===== config.mk =====
export PLATFORM = sky130hd
export DESIGN_NAME = wb_commit_unit_flat
export DESIGN_NICKNAME = d
export VERILOG_FILES = /design/src/rtl/core_pkg.sv /design/src/rtl/wb_commit_unit_if.sv /design/src/rtl/wb_commit_unit_load_align.sv /design/src/rtl/wb_commit_unit.sv /design/src/flat_wrapper.sv
export SDC_FILE = /design/constraint.sdc
export NUM_CORES = 1
export LEC_CHECK = 0
export ABC_CLOCK_PERIOD_IN_PS = 2600
export BUFFER_PORTS_ARGS = -buffer_cell sky130_fd_sc_hd__buf_2
export CORE_MARGIN = 2
export CORE_UTILIZATION = 53
export DETAILED_ROUTE_END_ITERATION = 8
export PLACE_DENSITY_LB_ADDON = 0.1
export SYNTH_ARGS = -nofsm -noshare
export SYNTH_HDL_FRONTEND = slang
export SYNTH_SLANG_ARGS = --single-unit

===== constraint.sdc =====
create_clock -name clk -period 2.6 [get_ports clk]
set_input_delay 0 -clock clk [delete_from_list [all_inputs] [get_ports clk]]
set_output_delay 0 -clock clk [all_outputs]
set_load 0.05 [all_outputs]

===== src/rtl/core_pkg.sv =====
// Shared definitions for the writeback/commit stage: opcode encoding, FSM states
// and opcode-class helpers.
package core_pkg;

    localparam int XLEN_DEFAULT = 32;
    localparam int OPW          = 6;

    typedef enum logic [OPW-1:0] {
        CU_ADD   = 6'd0,  CU_SUB   = 6'd1,  CU_ADDI  = 6'd2,  CU_AND   = 6'd3,
        CU_OR    = 6'd4,  CU_XOR   = 6'd5,  CU_SLL   = 6'd6,  CU_SRL   = 6'd7,
        CU_SRA   = 6'd8,  CU_SLT   = 6'd9,  CU_SLTU  = 6'd10, CU_LUI   = 6'd11,
        CU_AUIPC = 6'd12, CU_JAL   = 6'd13, CU_JALR  = 6'd14, CU_LB    = 6'd15,
        CU_LH    = 6'd16, CU_LW    = 6'd17, CU_LBU   = 6'd18, CU_LHU   = 6'd19,
        CU_SB    = 6'd20, CU_SH    = 6'd21, CU_SW    = 6'd22, CU_BEQ   = 6'd23,
        CU_BNE   = 6'd24, CU_BLT   = 6'd25, CU_BGE   = 6'd26, CU_BLTU  = 6'd27,
        CU_BGEU  = 6'd28, CU_ERROR = 6'd63
    } cu_op_t;

    typedef enum logic {S_IDLE, S_WAIT_MEM} wb_state_t;

    function automatic logic is_load(logic [OPW-1:0] op);
        return op inside {CU_LB, CU_LH, CU_LW, CU_LBU, CU_LHU};
    endfunction

    // Ops that retire without touching the register file.
    function automatic logic no_writeback(logic [OPW-1:0] op);
        return op inside {CU_SB, CU_SH, CU_SW, CU_BEQ, CU_BNE, CU_BLT,
                          CU_BGE, CU_BLTU, CU_BGEU, CU_ERROR};
    endfunction

endpackage


===== src/rtl/wb_commit_unit_if.sv =====
// Retire-side handshake, memory read return and register-file write port of the commit stage.
interface wb_commit_unit_if #(
    parameter int XLEN   = core_pkg::XLEN_DEFAULT,
    parameter int REG_AW = 5
);
    logic                    in_valid;
    logic                    in_ready;
    logic [core_pkg::OPW-1:0] cuOP;
    logic [REG_AW-1:0]       rd;
    logic [XLEN-1:0]         aluOut;
    logic [XLEN-1:0]         pc;
    logic [XLEN-1:0]         imm;
    logic                    mem_rvalid;
    logic [XLEN-1:0]         memload;
    logic                    wb_we;
    logic [REG_AW-1:0]       wb_rd;
    logic [XLEN-1:0]         wb_data;
    logic                    err_misalign;
    logic                    err_timeout;

    modport master (
        output in_valid, cuOP, rd, aluOut, pc, imm, mem_rvalid, memload,
        input  in_ready, wb_we, wb_rd, wb_data, err_misalign, err_timeout
    );

    modport slave (
        input  in_valid, cuOP, rd, aluOut, pc, imm, mem_rvalid, memload,
        output in_ready, wb_we, wb_rd, wb_data, err_misalign, err_timeout
    );
endinterface


===== src/rtl/wb_commit_unit_load_align.sv =====
// Picks the byte/half/word at the latched byte offset out of the memory word and
// sign- or zero-extends it to XLEN.
module load_align
    import core_pkg::*;
#(
    parameter  int XLEN = XLEN_DEFAULT,
    localparam int OFFW = $clog2(XLEN / 8)
) (
    input  logic [XLEN-1:0] memload,
    input  logic [OFFW-1:0] off,
    input  logic [OPW-1:0]  cuOP,
    output logic [XLEN-1:0] data
);

    logic [XLEN-1:0] shifted;

    always_comb begin
        shifted = memload >> {off, 3'b000};
        data    = shifted;
        case (cuOP)
            CU_LB:   data = XLEN'($signed(shifted[7:0]));
            CU_LBU:  data = XLEN'(shifted[7:0]);
            CU_LH:   data = XLEN'($signed(shifted[15:0]));
            CU_LHU:  data = XLEN'(shifted[15:0]);
            CU_LW:   data = XLEN'($signed(shifted[31:0]));
            default: data = shifted;
        endcase
    end

endmodule


===== src/rtl/wb_commit_unit.sv =====
// Writeback/commit stage: selects the retiring op's result, waits for load data with
// a timeout, and issues one registered register-file write per op.
//
//  state      | meaning
//  S_IDLE     | ready for a new op; non-loads and misaligned loads complete here
//  S_WAIT_MEM | aligned load accepted, waiting for mem_rvalid or timeout
module wb_commit_unit
    import core_pkg::*;
#(
    parameter int XLEN    = XLEN_DEFAULT,
    parameter int REG_AW  = 5,
    parameter int TIMEOUT = 255
) (
    input logic             clk,
    input logic             rst,
    wb_commit_unit_if.slave bus
);

    localparam int OFFW = $clog2(XLEN / 8);

    wb_state_t         state_q, state_d;
    logic [15:0]       cnt_q, cnt_d;
    logic [REG_AW-1:0] rd_q, rd_d;
    logic [OPW-1:0]    op_q, op_d;
    logic [OFFW-1:0]   off_q, off_d;
    logic              wb_we_q, wb_we_d;
    logic [REG_AW-1:0] wb_rd_q, wb_rd_d;
    logic [XLEN-1:0]   wb_data_q, wb_data_d;
    logic              err_mis_q, err_mis_d;
    logic              err_to_q, err_to_d;

    logic [XLEN-1:0]   load_data;
    logic [XLEN-1:0]   u_imm;
    logic [XLEN-1:0]   result;
    logic [OFFW-1:0]   addr_off;
    logic              misaligned;
    logic              unused_imm;

    assign unused_imm = ^bus.imm;
    assign u_imm      = XLEN'($signed({bus.imm[31:12], 12'h000}));
    assign addr_off   = bus.aluOut[OFFW-1:0];
    assign misaligned = ((bus.cuOP == CU_LH || bus.cuOP == CU_LHU) && addr_off[0])
                     || (bus.cuOP == CU_LW && addr_off[1:0] != 2'b00);

    load_align #(.XLEN(XLEN)) u_load_align (
        .memload (bus.memload),
        .off     (off_q),
        .cuOP    (op_q),
        .data    (load_data)
    );

    always_comb begin
        result = bus.aluOut;
        case (bus.cuOP)
            CU_LUI:          result = u_imm;
            CU_AUIPC:        result = bus.pc + u_imm;
            CU_JAL, CU_JALR: result = bus.pc + XLEN'(4);
            default:         result = bus.aluOut;
        endcase
    end

    always_comb begin
        state_d   = state_q;
        cnt_d     = cnt_q;
        rd_d      = rd_q;
        op_d      = op_q;
        off_d     = off_q;
        wb_we_d   = 1'b0;
        wb_rd_d   = wb_rd_q;
        wb_data_d = wb_data_q;
        err_mis_d = 1'b0;
        err_to_d  = 1'b0;
        case (state_q)
            S_IDLE: begin
                if (bus.in_valid) begin
                    if (is_load(bus.cuOP)) begin
                        if (misaligned) begin
                            err_mis_d = 1'b1;
                        end else begin
                            rd_d    = bus.rd;
                            op_d    = bus.cuOP;
                            off_d   = addr_off;
                            cnt_d   = '0;
                            state_d = S_WAIT_MEM;
                        end
                    end else if (!no_writeback(bus.cuOP)) begin
                        wb_we_d   = (bus.rd != '0);
                        wb_rd_d   = bus.rd;
                        wb_data_d = result;
                    end
                end
            end
            S_WAIT_MEM: begin
                // Data arriving on the final wait cycle takes priority over the timeout.
                if (bus.mem_rvalid) begin
                    wb_we_d   = (rd_q != '0);
                    wb_rd_d   = rd_q;
                    wb_data_d = load_data;
                    state_d   = S_IDLE;
                end else if (cnt_q == 16'(TIMEOUT - 1)) begin
                    err_to_d = 1'b1;
                    state_d  = S_IDLE;
                end else begin
                    cnt_d = cnt_q + 16'd1;
                end
            end
            default: state_d = S_IDLE;
        endcase
    end

    always_ff @(posedge clk or posedge rst) begin
        if (rst) begin
            state_q   <= S_IDLE;
            cnt_q     <= '0;
            rd_q      <= '0;
            op_q      <= '0;
            off_q     <= '0;
            wb_we_q   <= 1'b0;
            wb_rd_q   <= '0;
            wb_data_q <= '0;
            err_mis_q <= 1'b0;
            err_to_q  <= 1'b0;
        end else begin
            state_q   <= state_d;
            cnt_q     <= cnt_d;
            rd_q      <= rd_d;
            op_q      <= op_d;
            off_q     <= off_d;
            wb_we_q   <= wb_we_d;
            wb_rd_q   <= wb_rd_d;
            wb_data_q <= wb_data_d;
            err_mis_q <= err_mis_d;
            err_to_q  <= err_to_d;
        end
    end

    assign bus.in_ready     = (state_q == S_IDLE);
    assign bus.wb_we        = wb_we_q;
    assign bus.wb_rd        = wb_rd_q;
    assign bus.wb_data      = wb_data_q;
    assign bus.err_misalign = err_mis_q;
    assign bus.err_timeout  = err_to_q;

endmodule


===== src/flat_wrapper.sv =====
// flat-port wrapper written by rule: the top's interface ports become plain ports
module wb_commit_unit_flat import core_pkg::*;
#(
    parameter int XLEN    = XLEN_DEFAULT,
    parameter int REG_AW  = 5,
    parameter int TIMEOUT = 255
)
  (clk, rst, bus_in_valid, bus_cuOP, bus_rd, bus_aluOut, bus_pc, bus_imm, bus_mem_rvalid, bus_memload, bus_in_ready, bus_wb_we, bus_wb_rd, bus_wb_data, bus_err_misalign, bus_err_timeout);
  wb_commit_unit_if #(.XLEN(XLEN), .REG_AW(REG_AW)) bus_i ();
  input logic clk;
  input logic rst;
  input wire logic [$bits(bus_i.in_valid)-1:0] bus_in_valid;
  input wire logic [$bits(bus_i.cuOP)-1:0] bus_cuOP;
  input wire logic [$bits(bus_i.rd)-1:0] bus_rd;
  input wire logic [$bits(bus_i.aluOut)-1:0] bus_aluOut;
  input wire logic [$bits(bus_i.pc)-1:0] bus_pc;
  input wire logic [$bits(bus_i.imm)-1:0] bus_imm;
  input wire logic [$bits(bus_i.mem_rvalid)-1:0] bus_mem_rvalid;
  input wire logic [$bits(bus_i.memload)-1:0] bus_memload;
  output wire logic [$bits(bus_i.in_ready)-1:0] bus_in_ready;
  output wire logic [$bits(bus_i.wb_we)-1:0] bus_wb_we;
  output wire logic [$bits(bus_i.wb_rd)-1:0] bus_wb_rd;
  output wire logic [$bits(bus_i.wb_data)-1:0] bus_wb_data;
  output wire logic [$bits(bus_i.err_misalign)-1:0] bus_err_misalign;
  output wire logic [$bits(bus_i.err_timeout)-1:0] bus_err_timeout;
  assign bus_i.in_valid = bus_in_valid;
  assign bus_i.cuOP = bus_cuOP;
  assign bus_i.rd = bus_rd;
  assign bus_i.aluOut = bus_aluOut;
  assign bus_i.pc = bus_pc;
  assign bus_i.imm = bus_imm;
  assign bus_i.mem_rvalid = bus_mem_rvalid;
  assign bus_i.memload = bus_memload;
  assign bus_in_ready = bus_i.in_ready;
  assign bus_wb_we = bus_i.wb_we;
  assign bus_wb_rd = bus_i.wb_rd;
  assign bus_wb_data = bus_i.wb_data;
  assign bus_err_misalign = bus_i.err_misalign;
  assign bus_err_timeout = bus_i.err_timeout;
  wb_commit_unit #(.XLEN(XLEN), .REG_AW(REG_AW), .TIMEOUT(TIMEOUT)) u_core (.clk(clk), .rst(rst), .bus(bus_i));
endmodule

==> results.yml, run 1 <==
floorplanning:
  io_pins: 184
  fp.dieW_um: 111
  fp.dieH_um: 111
  row_count: 38
  initial_core_util_pct: 55.0
  die_area_um2: 12300
  core-area_um2: 11000
placed_design:
  io_buffer_count: 171
  routabilityCongestion: 0.946
  dp_hpwl_um: 16800
  place_inst: 1044
run_status:
  status: "finished clean"
synth:
  synth_nets: 905
  synth_area_um2: 6040
  synth_largest_area_cell: "dfrtp_1"
  async_flop_share_pct: 100
  synth-seq-cells: 70
  syn_inst: 739
  ys_seq_area_share_pct: 29.0
  syn_avg_cell_area_um2: 8.18
  synth_ff_type: "dfrtp_1"
  yosysWarnings: 0
  yosys-top-cells-count: "dfrtp_1 (70), nor2_1 (70), nand2_1 (69), o21ai_0 (62), a21oi_1 (51)"
  netlist-cell-type-count: 75
  synth-edff-count: 0
  synth_top_cell_area_share_pct: 29.0
  synth_area_leaders: "dfrtp_1 (29%), xor2_1 (5.2%), o21ai_0 (5.1%), ha_1 (4.6%), nor2_1 (4.3%)"
sta:
  whs_ns: 0.0256
  rsz0062_at_grt: "false"
  drv_slew: 0
  hold_viol_final: 0
  worst_pin_slew_ns: 0.763
  setup_viol: 0
  period_share_pct: 94.6
  fin_crit_ns: 2.46
  max_freq_mhz: 407
  slew_headroom_pct: 49.0
  clock_skew_ns: 0.00556
route:
  first_iter_violations: 868
  via_count: 6875
  post_drt_wl_per_cell_um: 20.4
  firstDrtPassIters: 6
  vias_per_cell: 6.40
  wl_um: 21900
  postRouteAntennaNets: 0
  drc: 0
critical_path:
  critPathKind: "input port to register"
  worstReg2RegEnd: "u_core.bus.wb_data[29]"
  cp-start-kind: "input port"
  path_cells: "dlygate4sd3_1, buf_2, nand4bb_1, buf_4, or3_2, buf_4, o221ai_1, o21ai_0, a21oi_1"
  crit_slowest_cell: "or3_2"
  reg2reg_from: "u_core.state_q"
  worstPathRequired_ns: 2.86
  crit_path_end_kind: "register"
  worst-endpoint-arrival_ns: 2.72
  reg2reg_depth: 7
  critical_path.max_fanout: 11
  slowest_delay_ns: 0.56
  timing.reg2reg.setup_slack_ns: 0.30
  crit_path_frequent_cell: "buf_4"
clock_network:
  cts_buffer_depth: 2
  cts_tree: "done"
  numCtsBuffers: 9
  root_buffer: "clkbuf_16"
  cts.clk_slew.worst_paths_ns: 0.06
  htreeDepth: 3
  cts.sinks: 70
  clock_latency_ns: 0.34
global_route:
  grt_pass1_vias: 6591
  grt-ovfl-total: 0
  grt_pass1_wl_um: 34500
  track_usage_pct: 35.0
  antenna_found_initial: 1
  grt_max_degree: 38
power:
  pwr_density_cell_nw_per_um2: 572
  ir_drop_uv: 450
  total_power_w: 0.00435
  leakage_nw: 3.38
min_path:
  worstHoldPathType: "input port to register"
  hold_depth: 3
  hold_start: "bus_aluOut[31]"
  min_to: "u_core.bus.wb_data[31]"
finish:
  drive_gt1_share_pct: 27.4
  fin_cells: 1074
  areaGrowthSynthToFinish_pct: 25.9
  layout.nets: 1094
run:
  cap_violations: 0
==> metrics by stage <==
stage | setup TNS [ns] | util [%] | cell area [um2] | setup WS, ns
floorplan | 0 | - | 6040 | 0.225
global placement | -0.0488 | 65.4 | 7180 | -0.0330
CTS | 0 | 69.2 | 7600 | 0.129
global route | 0 | 69.2 | 7600 | 0.0821
finish | 0 | 69.3 | 7610 | 0.140
detailed placement | -0.176 | 65.4 | 7180 | -0.0889
==> how the worst max path moves through the flow <==
stage	from	to	slack, ns	cells past startpoint
final	bus_cuOP[4]	u_core.bus.wb_data[15]	0.14	9
after global routing	bus_imm[12]	u_core.bus.wb_data[26]	0.08	10
after CTS	bus_cuOP[4]	u_core.bus.wb_data[6]	0.13	10
after detailed placement	bus_imm[12]	u_core.bus.wb_data[30]	-0.09	11
after global placement	bus_imm[12]	u_core.bus.wb_data[26]	-0.03	10
after floorplan	bus_imm[12]	u_core.bus.wb_data[26]	0.22	9
==> repair_timing <==
item	CTS	global route
setup buffers	0	0
setup endpoints to repair	0	6
hold buffers	13	0
endpoints found under the hold margin	45	0
gates resized for setup	0	2
==> metal layers <==
metal	up-vias	track usage, %	wire (um)
li1	3160	-	-
met1	3260	46.4	8830
met2	399	57.5	10200
met3	56	7.16	2300
met4	0	11.1	589
met5	-	0	0
==> cell type report <==
type / count / area [um2]
antenna: 1 / 2.50
clock buffer: 9 / 225
clock inverter: 7 / 61.3
fill: 932 / 3380
inverter: 13 / 48.8
multi-input combinational: 614 / 4070
sequential: 70 / 1750
tap: 140 / 175
timing repair buffer: 220 / 1270
==> critical path, delay by kind of cell <==
kind	cells	cell delay (ns)
compound gates	3	0.79
simple gates	2	0.81
buf+inv	4	1.15
==> registers in the layout, summed over array words and instances (netlist names) <==
name                     count
u_core.op_q                  6
u_core.bus.wb_we             1
u_core.bus.err_timeout       1
u_core.rd_q                  5
u_core.off_q                 2
u_core.cnt_q                16
u_core.bus.err_misalign      1
u_core.bus.wb_rd             5
u_core.state_q               1
u_core.bus.wb_data          32
==> cell families after synthesis <==
group | count (synthesis) | share of synthesized area, %
flops | 70 | 29.0
xor+xnor | 49 | 7.10
simple gates | 270 | 22.5
mux | 39 | 6.92
fa+ha+maj | 23 | 4.89
buf+inv | 55 | 3.91
compound gates | 233 | 25.7
==> report_power, final <==
group,internal [W],switching (W),leakage [nW]
clock,0.000664,0.000522,0.135
combinational,0.000617,0.00115,2.36
sequential,0.00126,0.000137,0.879
total,0.00254,0.00181,3.38
==> placed cells by master (no fill, tap or decap), drive strengths merged, types with 7 or more instances in the layout <==
master	netlist	routed
xnor2	13	13
mux2i	26	26
a21oi	51	51
clkbuf	29	9
o221ai	10	10
nor2b	14	14
nor2	70	70
or3	9	9
dlygate4sd3	0	13
nand4	17	17
dfrtp	70	70
mux2	12	12
xor2	36	36
a211oi	20	20
nor3	19	19
o21ai	63	63
nand3	24	24
nand2b	7	7
o31ai	7	7
inv	13	17
o211ai	7	7
ha	22	22
nand2	69	69
buf	13	207
nor4	10	10
a221oi	16	16
a21o	11	11
No activity file was read; power rests on OpenSTA's default activity.
==> run 2, diff against run 1 <==
--- a/config.mk
+++ b/config.mk
@@ -13,4 +13,5 @@
 export PLACE_DENSITY_LB_ADDON = 0.1
 export SYNTH_ARGS = -nofsm -noshare
 export SYNTH_HDL_FRONTEND = slang
+export SYNTH_HIERARCHICAL = 1
 export SYNTH_SLANG_ARGS = --single-unit
==> run 2 against run 1 <==
Non-clock buffer count decreased by 13. Design area increased by 0.12%. Count of clock-buffer cells in the layout increased by 1. Sequential power increased by 27%. Combinational power increased by 120%. Sequential share of layout area about the same. Worst setup slack got worse by 0.019 ns. Die area increased by 1.7%. Fmax decreased by 0.77%. Final cell count increased by 0.28%. Critical endpoint is now u_core/bus.wb_data[26]. Largest power group unchanged. Highest routed layer unchanged.
==> results.yml, run 2 <==
clock_network:
  cts_buffer_depth: 2
  root_buffer: "clkbuf_16"
  cts.sinks: 70
  clock_latency_ns: 0.33
  cts.clk_slew.worst_paths_ns: 0.06
  cts_tree: "done"
  htreeDepth: 3
  numCtsBuffers: 9
critical_path:
  worstPathRequired_ns: 2.82
  cp_top_family: "compound AO/OA/AOI/OAI gates"
  critical_path.max_fanout: 10
  cp-start-kind: "register"
  worst-endpoint-arrival_ns: 2.70
  cp-startpoint: "u_core/off_q[0]"
  timing.reg2reg.setup_slack_ns: 0.12
  reg2reg_depth: 9
  critPathKind: "register to register"
  crit_path_end_kind: "register"
  worstReg2RegEnd: "u_core/bus.wb_data[26]"
  reg2reg_from: "u_core/off_q[0]"
  path_cells: "mux4_2, nand3_4, a21bo_1, a21o_1, or3_1, o21ai_2, or3_1, o22ai_1, a41o_1"
  crit_path_frequent_cell: "or3_1"
  crit_slowest_cell: "mux4_2"
  crit_buf_inv: 0
  slowest_delay_ns: 0.57
power:
  power_frac_comb_pct: 56.5
  total_power_w: 0.00682
  p_sw_w: 0.00339
  leakage_nw: 3.53
  p_int_w: 0.00343
  ir_drop_uv: 894
  power.share.clock_pct: 17.4
  switching_share_pct: 49.7
  pwr_density_cell_nw_per_um2: 896
  seqPwrFrac_pct: 26.1
synth:
  synth_nets: 925
  synthXorXnorAreaFrac_pct: 6.84
  async_flop_share_pct: 100
  syn_inst: 759
  yosys-top-cells-count: "o21ai_0 (78), nor2_1 (76), dfrtp_1 (70), nand2_1 (65), a21oi_1 (60)"
  yosysWarnings: 6
  synthAdderAreaFrac_pct: 4.80
  yosysMostFrequentCell: "o21ai_0"
  synth_compound_area_share_pct: 25.0
  synthSimpleGateAreaFrac_pct: 23.3
  synth_top_family_by_area: "compound AO/OA/AOI/OAI gates"
  synth_largest_area_cell: "dfrtp_1"
  netlist-cell-type-count: 74
  synth-seq-cells: 70
  synth_area_um2: 6150
  synth_area_leaders: "dfrtp_1 (28%), o21ai_0 (6.4%), mux2i_1 (5.4%), a21oi_1 (4.9%), xor2_1 (4.8%)"
  synth_ff_type: "dfrtp_1"
  syn_avg_cell_area_um2: 8.10
  synth_top_cell_area_share_pct: 28.5
  synth-edff-count: 0
  ys_seq_area_share_pct: 28.5
  muxShareOfSynthArea_pct: 7.75
floorplanning:
  fp.dieH_um: 112
  core-area_um2: 11400
  initial_core_util_pct: 54.1
  row_count: 39
  die_area_um2: 12500
  fp.dieW_um: 112
  io_pins: 184
sta:
  max_freq_mhz: 403
  setup_viol: 0
  hold_viol_final: 0
  clock_skew_ns: 0.00569
  layout_setup_ws_ns: 0.121
  fin_crit_ns: 2.48
  slew_headroom_pct: 33.0
  worst_pin_slew_ns: 1.00
  whs_ns: 0.0314
  tns_ns: 0
  drv_slew: 0
  period_share_pct: 95.3
placed_design:
  io_buffer_count: 171
  dpl_worst_slack_ns: -0.0447
  routabilityCongestion: 0.963
  dp_hpwl_um: 16100
  place_area_um2: 7160
route:
  first_iter_violations: 628
  via_count: 6801
  postRouteAntennaNets: 0
  vias_per_cell: 6.31
  firstDrtPassIters: 5
  post_drt_wl_per_cell_um: 19.6
  drc: 0
  wl_um: 21100
global_route:
  grt-ovfl-total: 0
  antenna_found_initial: 0
  grt_pass1_wl_um: 34100
  grt_max_degree: 71
  track_usage_pct: 34.0
  grt_pass1_vias: 6686
min_path:
  hold_start: "bus_aluOut[21]"
  min_to: "u_core/bus.wb_data[21]"
  worstHoldPathType: "input port to register"
  hold_depth: 3
finish:
  final_area_um2: 7610
  final_cell_mix: "buf_2 (171), o21ai_0 (78), nor2_1 (76), dfrtp_1 (70), nand2_1 (65)"
  layout_commonest_cell: "buf_2"
  areaGrowthSynthToFinish_pct: 23.9
  antenna_cells: 0
  layout.nets: 1097
  drive_gt1_share_pct: 24.6
  largest_reg_flops: 32
run:
  cap_violations: 0
run_status:
  status: "finished clean"
-- run 2: per-stage QoR --
stage / instances / utilization, %
floorplan: 759 / -
global placement: 1047 / 62.9
detailed placement: 1047 / 62.9
CTS: 1075 / 66.7
global route: 1077 / 67.0
finish: 1077 / 67.0
-- run 2: per-layer routing --
metal	vias up	wire length, um	track usage [%]
met4	0	681	12.8
met5	-	0	0
met2	317	9930	55.2
li1	3162	-	-
met3	58	1660	6.80
met1	3264	8840	44.9
-- run 2: cells by family (layout without fill, tap and decap cells) --
kind of cell / Yosys count / in the layout
flops: 70 / 70
fa+ha+maj: 23 / 23
compound gates: 243 / 243
xor+xnor: 48 / 48
buf+inv: 56 / 231
simple gates: 274 / 274
mux: 45 / 45
-- run 2: power groups by stage --
stage / Sequential [W] / Clock, W / Combinational, W
finish: 0.00178 / 0.00119 / 0.00385
global route: 0.00182 / 0.00124 / 0.00414
CTS: 0.00177 / 0.00121 / 0.00378
detailed placement: 0.00178 / 0 / 0.00375
global placement: 0.00176 / 0 / 0.00370
floorplan: 0.00273 / 0 / 0.00174
-- run 2: worst max-delay path by stage --
stage,slack [ns],cells past startpoint,to
3_3_place_gp,0.11,11,u_core/bus.wb_data[28]
2_1_floorplan,0.11,11,u_core/bus.wb_data[26]
5_1_grt,-0.03,11,u_core/bus.wb_data[28]
4_1_cts,0.02,9,u_core/bus.wb_data[31]
6_report,0.12,9,u_core/bus.wb_data[26]
3_5_place_dp,-0.04,8,u_core/bus.wb_data[31]
-- run 2: worst min-delay path, cell delays in order --
cell	delay [ns]
buf_2	0.09
o21ai_0	0.09
o22ai_1	0.14
-- run 2: layout make-up --
class                   count  area, um2
clock inverters             4       50.0
repair buffers            207       1160
multi-input cells         633       4200
well taps                 143        179
flip-flops and latches     70       1750
fillers                   979       3750
clock buffers              10        229
inverters                  10       37.5
-- run 2: what timing repair did --
action,CTS,global route
endpoints found under the setup margin,2,3
hold endpoints to repair,85,0
gates resized for setup,1,5
buffers inserted,0,2
cloned,0,0
hold buffers,14,0
